[config.mk]
export PLATFORM = sky130hd
export DESIGN_NAME = seg_scan_ctrl
export DESIGN_NICKNAME = d
export VERILOG_FILES = /design/src/rtl/seg_scan_ctrl.sv
export SDC_FILE = /design/constraint.sdc
export NUM_CORES = 1
export LEC_CHECK = 0
export CAP_MARGIN = 20
export CORE_AREA = 2 2 102 104
export DETAILED_ROUTE_END_ITERATION = 8
export DIE_AREA = 0 0 104 106
export GPL_TIMING_DRIVEN = 0
export PLACE_DENSITY = 0.57
export SYNTH_ARGS = -nofsm -noshare
export SYNTH_HDL_FRONTEND = slang
export SYNTH_SLANG_ARGS = --single-unit
[constraint.sdc]
create_clock -name clk -period 2.69 [get_ports clk]
set_input_delay 0.538 -clock clk [delete_from_list [all_inputs] [get_ports clk]]
set_output_delay 0.538 -clock clk [all_outputs]
set_load 0.03 [all_outputs]
[src/rtl/seg_scan_ctrl.sv]
// Multiplexed 7-segment scan controller driving a 3-to-8 digit decoder.
// Each enabled digit gets a blanking gap, then a lit window.
module seg_scan_ctrl #(
  parameter int SHOW_CYC  = 1000,
  parameter int BLANK_CYC = 10
) (
  input  logic        clk,
  input  logic        rst_n,
  input  logic        en,
  input  logic [31:0] data,
  input  logic [7:0]  dig_mask,
  output logic        sel_a,
  output logic        sel_b,
  output logic        sel_c,
  output logic        g1,
  output logic        not_g2,
  output logic        not_g3,
  output logic [6:0]  seg_n,
  output logic        busy,
  output logic        frame_done
);

  localparam int MAXC = (SHOW_CYC > BLANK_CYC) ? SHOW_CYC : BLANK_CYC;
  localparam int CW   = $clog2(MAXC);

  localparam logic [CW-1:0] SHOW_LAST  = CW'(SHOW_CYC - 1);
  localparam logic [CW-1:0] BLANK_LAST = CW'(BLANK_CYC - 1);

  typedef enum logic [1:0] {
    IDLE,
    BLANK,
    SHOW
  } state_t;

  state_t        state;
  logic [CW-1:0] cnt;
  logic [31:0]   sh_data;
  logic [7:0]    sh_mask;
  logic [2:0]    sel;
  logic [2:0]    first_idx;
  logic [2:0]    next_idx;
  logic          has_next;
  logic          start;
  logic [3:0]    nib;
  logic [6:0]    dec;

  assign start = en && (dig_mask != 8'h00);

  assign sel_a = sel[0];
  assign sel_b = sel[1];
  assign sel_c = sel[2];

  // Lowest set bit of the incoming mask (first digit of a new frame).
  always_comb begin
    first_idx = 3'd0;
    for (int i = 7; i >= 0; i--) begin
      if (dig_mask[i]) first_idx = 3'(i);
    end
  end

  // Lowest set shadow-mask bit above the current digit.
  always_comb begin
    next_idx = 3'd0;
    has_next = 1'b0;
    for (int i = 7; i >= 0; i--) begin
      if (sh_mask[i] && (3'(i) > sel)) begin
        next_idx = 3'(i);
        has_next = 1'b1;
      end
    end
  end

  // Hex-to-segment decode of the shadow nibble under the current select.
  always_comb begin
    nib = sh_data[{sel, 2'b00} +: 4];
    unique case (nib)
      4'h0: dec = 7'h40;
      4'h1: dec = 7'h79;
      4'h2: dec = 7'h24;
      4'h3: dec = 7'h30;
      4'h4: dec = 7'h19;
      4'h5: dec = 7'h12;
      4'h6: dec = 7'h02;
      4'h7: dec = 7'h78;
      4'h8: dec = 7'h00;
      4'h9: dec = 7'h10;
      4'hA: dec = 7'h08;
      4'hB: dec = 7'h03;
      4'hC: dec = 7'h46;
      4'hD: dec = 7'h21;
      4'hE: dec = 7'h06;
      default: dec = 7'h0E;
    endcase
  end

  assign seg_n = (state == IDLE) ? 7'h7F : dec;

  // Scan FSM: latches a frame, walks set digits, pulses at frame end.
  always_ff @(posedge clk or negedge rst_n) begin
    if (!rst_n) begin
      state      <= IDLE;
      cnt        <= '0;
      sh_data    <= '0;
      sh_mask    <= '0;
      sel        <= 3'd0;
      g1         <= 1'b0;
      not_g2     <= 1'b1;
      not_g3     <= 1'b1;
      busy       <= 1'b0;
      frame_done <= 1'b0;
    end else begin
      frame_done <= 1'b0;
      unique case (state)
        IDLE: begin
          if (start) begin
            state   <= BLANK;
            cnt     <= '0;
            sh_data <= data;
            sh_mask <= dig_mask;
            sel     <= first_idx;
            busy    <= 1'b1;
          end
        end
        BLANK: begin
          if (cnt == BLANK_LAST) begin
            state  <= SHOW;
            cnt    <= '0;
            g1     <= 1'b1;
            not_g2 <= 1'b0;
            not_g3 <= 1'b0;
          end else begin
            cnt <= cnt + CW'(1);
          end
        end
        SHOW: begin
          if (cnt == SHOW_LAST) begin
            cnt    <= '0;
            g1     <= 1'b0;
            not_g2 <= 1'b1;
            not_g3 <= 1'b1;
            if (has_next) begin
              state <= BLANK;
              sel   <= next_idx;
            end else begin
              frame_done <= 1'b1;
              if (start) begin
                state   <= BLANK;
                sh_data <= data;
                sh_mask <= dig_mask;
                sel     <= first_idx;
              end else begin
                state <= IDLE;
                sel   <= 3'd0;
                busy  <= 1'b0;
              end
            end
          end else begin
            cnt <= cnt + CW'(1);
          end
        end
        default: begin
          state <= IDLE;
        end
      endcase
    end
  end

endmodule

==> results of run 1 <==
[timing repair]
| action | 4_1_cts | 5_1_grt |
|---|---|---|
| pin swaps | 3 | 3 |
| hold buffers | 0 | 0 |
| resized for setup | 58 | 17 |
| buffers inserted | 9 | 6 |
| endpoints found under the setup margin | 7 | 10 |
[worst reg2reg max path, cell delays in order, from the launching register on]
cell,delay (ps)
dfrtp_1,420
inv_1,90
ha_1,160
clkbuf_1,420
clkinv_1,580
o211ai_2,380
mux2_1,350
[final cells by class]
type / count / area share (%)
Multi-Input combinational cell: 212 / 42.8
Inverter: 18 / 1.41
Clock inverter: 7 / 2.52
Clock buffer: 9 / 2.49
Timing Repair Buffer: 73 / 14.4
Sequential cell: 58 / 29.3
Tap cell: 136 / 3.43
Buffer: 15 / 3.65
[kinds of logic (layout without fill, tap and decap cells)]
kind of cell	count (synthesis)	after routing
and+or+nand+nor	70	70
AOI/OAI and AO/OA	69	69
muxes	58	58
DFF	58	58
buffers and inverters	34	122
adders and majority gates	12	12
xor gates and xnor gates	3	3
[stage by stage]
step	cells	hold WS [ps]
floorplan	304	242
global placement	497	490
detailed placement	498	489
CTS	522	188
global route	528	233
finish	528	184
[worst max-delay path by stage]
stage,end,cells after the start,slack (ps)
final,seg_n[4],9,-490
after global routing,seg_n[3],10,-600
after CTS,seg_n[3],10,-550
after detailed placement,seg_n[3],10,-910
after global placement,sel[0],1,-1040
after floorplan,seg_n[6],8,-190
[cells in the final DEF (no fill, tap or decap), types with 8 or more instances in the layout]
cell type / count
dfrtp_1: 55
clkdlybuf4s50_1: 49
mux2_4: 40
nand2_1: 20
a21oi_1: 20
buf_4: 18
inv_1: 14
nor2_1: 11
clkbuf_8: 9
mux4_2: 8
ha_1: 8
[state kept, by name, summed over array words and instances (netlist names)]
name and count:
busy 1, cnt 10, frame_done 1, g1 1, not_g3 1, sel 3
sh_data 32, sh_mask 7, state 2
[power groups by stage]
stage          registers (uW)  clock network, uW  logic (uW)
2_1_floorplan            1460                  0        3250
3_3_place_gp             1490                  0        4240
3_5_place_dp             1490                  0        4300
4_1_cts                  1510               1050        4740
5_1_grt                  1560               1080        5590
6_report                 1510               1030        5210
[layer usage]
metal  vias up  part of all wire [%]  global-route usage (%)  routed length, um
met5         -                     0                       0                  0
met4         0                  0.85                    4.73                 74
met3         6                   3.0                    3.86                261
met2        46                    49                    27.3               4300
met1      1291                    47                    22.7               4090
li1       1294                     -                       -                  -
==> out/qor.csv, run 1 <==
metric,value,unit
outcome,"finished, violations left",
violations,setup timing,
hold_violations,0,
antenna_found_initial,0,
synth_compound_area_share,13.9,%
leakage,0.00208,uW
ir_worst_vdd,934,uV
timing.critical_path.buf_inv,3,
vias,2637,
fin_ws,-494,ps
grt_pass1_vias,2828,
start_util,36.2,%
drive_above_1_share,35.5,%
hp-class,input pin to async pin,
ys_seq_area_share,40.1,%
wl_per_cell,16.5,um
grt_first_pass_wirelength,14700,um
place_area,0.00446,mm2
path_delay_family,multiplexers,
crit_required,2150,ps
pwr_density_cell,1560,mW/mm2
dr.pass1.iters,4,
cap_violations,0,
start_kind,register,
r2r_setup_slack,160,ps
antennaDiodeCount,0,
setup-tns-final,-3010,ps
setup_viol,7,
fin_crit_sh,118,%
cp_slowest_cell,mux4_2,
synthXorXnorAreaFrac,0.725,%
synth-seq-cells,58,
cts_buffer_depth,2,
synth_fa_ha_area_share,4.14,%
muxShareOfSynthArea,24.2,%
postSynthAreaPerCell,11.9,um2
htreeDepth,3,
max_freq,0.314,GHz
p_switching,3170,uW
cts_buffers,9,
dieArea,0.0110,mm2
final_area,0.00497,mm2
routed_wl,8720,um
cts_tree,built,
worstSetupPathType,register to primary output,
portBuffers,57,
insertion_delay,350,ps
cts-root-buf,clkbuf_8,
synth_top_flop_cell,dfrtp_1,
rows,37,
postRouteAntennaNets,0,
p_seq_share,19.5,%
synth.distinct_cells,65,
gp_congestion,0.828,
drt_iter0_drc,60,
pre_cts_ws,-909,ps
reg2reg_to,state[1],
track_usage,16.9,%
area.sequential,0.00146,mm2
synthSimpleGateAreaFrac,10.8,%
die_width,104,um
async_flop_share,100,%
dpl.hpwl,6190,um
slew_headroom,60.9,%
synth_edf_count,0,
r2r_start,state[0],
cp_cell_sequence,buf_8 -> buf_12 -> mux4_2 -> mux2_4 -> ha_4 -> mux2_2 -> nand2_1 -> o211ai_1 -> buf_4,
yosys_warnings,0,
synth_top_area_share,39.4,%
io_pins,58,
num-nets-final,442,
end_kind,primary output,
syn_area,0.00362,mm2
worstPathArrival,2650,ps
syn2layout_area_growth,37.1,%
via_per_inst,4.99,
tightest_slew,587,ps
grt_overflow_total,0,
finalClockSkew,11.5,ps
cts.sinks,58,
swShare,41.0,%
synth_largest_area_cell,dfrtp_1,
max_stage_delay,500,ps
die_y,106,um
synth_most_common_cell,dfrtp_1,
clk_pin_slew,80,ps
total_power,7740,uW
fill_cells,924,
synth_nets,359,
drc_errors,0,
clkPwrFrac,13.3,%
synth_common_cells,"dfrtp_1, mux2_4, a21oi_1, nand2_1, inv_1",
rr_worst_depth,6,
critPathLaunch,sel[0],
crit_fanout,7,
power_frac_comb,67.2,%
rsz0062_at_grt,yes,
drv_slew,0,
final.min_clock_period,3180,ps
grt_max_degree,35,
power.internal,4570,uW
synthTopCellsByArea,"dfrtp_1, mux2_4, mux4_2",
multi_input_area,0.00212,mm2
core_area,0.0100,mm2
synthCells,304,
synth_top_family_by_area,multiplexers,
final_util,49.7,%
Note: power is estimated with default switching activity, not from simulation.
==> inputs of run 2 (changes only) <==
CAP_MARGIN = not set   (was 20)
SLEW_MARGIN = 20   (was not set)
==> run 2 against run 1 <==
  * The flow still finishes with violations (setup timing)
  * Hold slack lost 110 ps
  * Global-route usage grew 0.22 points
  * Combinational power shrank 2%
  * First-iteration DRC count shrank 20%
  * Design area shrank 0.81%
  * Maximum frequency shrank 0.70%
  * Largest cell class unchanged
==> out/qor.csv, run 2 (synthesis results as in run 1) <==
metric,value,unit,change
final_cell_mix,"dfrtp_1, clkdlybuf4s50_1, mux2_4",,unchanged
cap_violations,0,,unchanged
setup-tns-final,-3200,ps,was -3010 ps
dpl.hpwl,6190,um,about the same
pre_cts_ws,-914,ps,was -909 ps
reg2reg_to,sh_data[7],,was state[1]
drv_slew,0,,unchanged
worst_hold_slack,73.1,ps,was 184 ps
dieArea,0.0110,mm2,unchanged
cts_buffers,9,,unchanged
multi_input_area,0.00210,mm2,was 0.00212 mm2
grt_pass1_vias,2807,,was 2828
cts.sinks,58,,unchanged
htreeDepth,3,,unchanged
via_per_inst,5.02,,was 4.99
portBuffers,57,,unchanged
slew_headroom,63.0,%,was 60.9%
crit_required,2150,ps,about the same
track_usage,17.1,%,was 16.9%
fill_cells,922,,was 924
core_area,0.0100,mm2,unchanged
setup_viol,7,,unchanged
final_area,0.00493,mm2,was 0.00497 mm2
r2r_start,sel[0],,was state[0]
r2r_setup_slack,180,ps,was 160 ps
hold_violations,0,,unchanged
worstPathArrival,2670,ps,was 2650 ps
insertion_delay,350,ps,about the same
dr.pass1.iters,4,,unchanged
rr_worst_depth,9,,was 6
final.min_clock_period,3210,ps,was 3180 ps
max_freq,0.312,GHz,was 0.314 GHz
antenna_found_initial,0,,unchanged
largest-register,sh_data,,unchanged
drc_errors,0,,unchanged
cts-root-buf,clkbuf_8,,unchanged
finalNonFillerCells,530,,was 528
tightest_slew,552,ps,was 587 ps
hp-class,input pin to async pin,,unchanged
outcome,"finished, violations left",,unchanged
finalClockSkew,9.10,ps,was 11.5 ps
die_y,106,um,unchanged
grt_first_pass_wirelength,14800,um,was 14700 um
dp_cells,498,,unchanged
violations,setup timing,,unchanged
fin_crit_sh,119,%,was 118%
ir_worst_vdd,889,uV,was 934 uV
grt_overflow_total,0,,unchanged
leakage,0.00206,uW,was 0.00208 uW
clk_pin_slew,80,ps,about the same
vias,2658,,was 2637
end_kind,primary output,,unchanged
num-nets-final,444,,was 442
drt_iter0_drc,48,,was 60
gp_congestion,0.828,,unchanged
wl_per_cell,16.3,um,was 16.5 um
routed_wl,8650,um,was 8720 um
pwr_density_cell,1530,mW/mm2,was 1560 mW/mm2
syn2layout_area_growth,35.9,%,was 37.1%
cts_buffer_depth,2,,unchanged
largest_reg_flops,32,,unchanged
crit_fanout,6,,was 7
postRouteAntennaNets,0,,unchanged
start_kind,register,,unchanged
worstSetupPathType,register to primary output,,unchanged
start_util,36.2,%,unchanged
drive_above_1_share,34.8,%,was 35.5%
antennaDiodeCount,0,,unchanged
cts_tree,built,,unchanged
place_area,0.00447,mm2,was 0.00446 mm2
rsz0062_at_grt,yes,,unchanged
top_regs,"sh_data (32), cnt (10), sh_mask (7)",,unchanged
area.sequential,0.00146,mm2,unchanged
io_pins,58,,unchanged
rows,37,,unchanged
final_common_cell,dfrtp_1,,unchanged
fin_ws,-516,ps,was -494 ps
die_width,104,um,unchanged
grt_max_degree,37,,was 35
## run 2: cell types whose count changed in the layout (fill, tap and decap cells not counted), sizes merged
cell / previous run / this run
buf: 37 / 39
bufinv: 3 / 2
clkinv: 4 / 3
clkinvlp: 0 / 2
## run 2: cell type report
cell class | count | share of cell area (%)
clock buffer | 9 | 2.51
timing repair buffer | 75 | 14.8
buffer | 15 | 3.61
inverter | 18 | 1.42
sequential | 58 | 29.5
multi-input combinational | 212 | 42.6
clock inverter | 7 | 2.06
tap | 136 | 3.45
## run 2: worst max path at each step
stage,from,endpoint,slack (ps),cells past startpoint
after floorplan,sel[0],seg_n[6],-190,8
after global placement,rst_n,sel[0],-1040,1
after detailed placement,sel[1],seg_n[3],-910,10
after CTS,sel[0],seg_n[3],-560,9
after global routing,sel[0],seg_n[3],-620,10
final,sel[0],seg_n[4],-520,9
## run 2: worst max-delay path, cell delays in order (launching register included)
cell	delay, ps
dfrtp_2	380
buf_8	120
buf_12	120
mux4_2	490
mux2_4	350
ha_4	200
mux2_2	260
nand2_1	70
o211ai_1	120
buf_4	210
## run 2: report_power, final
group          leakage [uW]  internal (uW)  switching, uW
Combinational       0.00126           2640           2450
Clock              0.000106            527            412
Sequential         0.000699           1240            274
Total               0.00206           4400           3130
## run 2: per-stage QoR
stage | total power [uW] | util (%)
after CTS | 7360 | 48.8
after global placement | 5730 | 44.5
after detailed placement | 5800 | 44.7
final | 7530 | 49.3
after floorplan | 4710 | -
after global routing | 8000 | 49.3
## run 2: layer usage
layer	track usage, %	part of all wire (%)	vias up
met5	0	0	-
met4	5.98	1.6	0
met3	4.41	4.3	13
met2	27.0	48	54
met1	22.8	46	1291
li1	-	-	1300
## run 2: timing repair
| item | in CTS | in global routing |
|---|---|---|
| pin swaps | 5 | 3 |
| hold buffers | 0 | 0 |
| setup endpoints to repair | 7 | 12 |
| gates resized for setup | 67 | 4 |
| setup buffers | 12 | 5 |
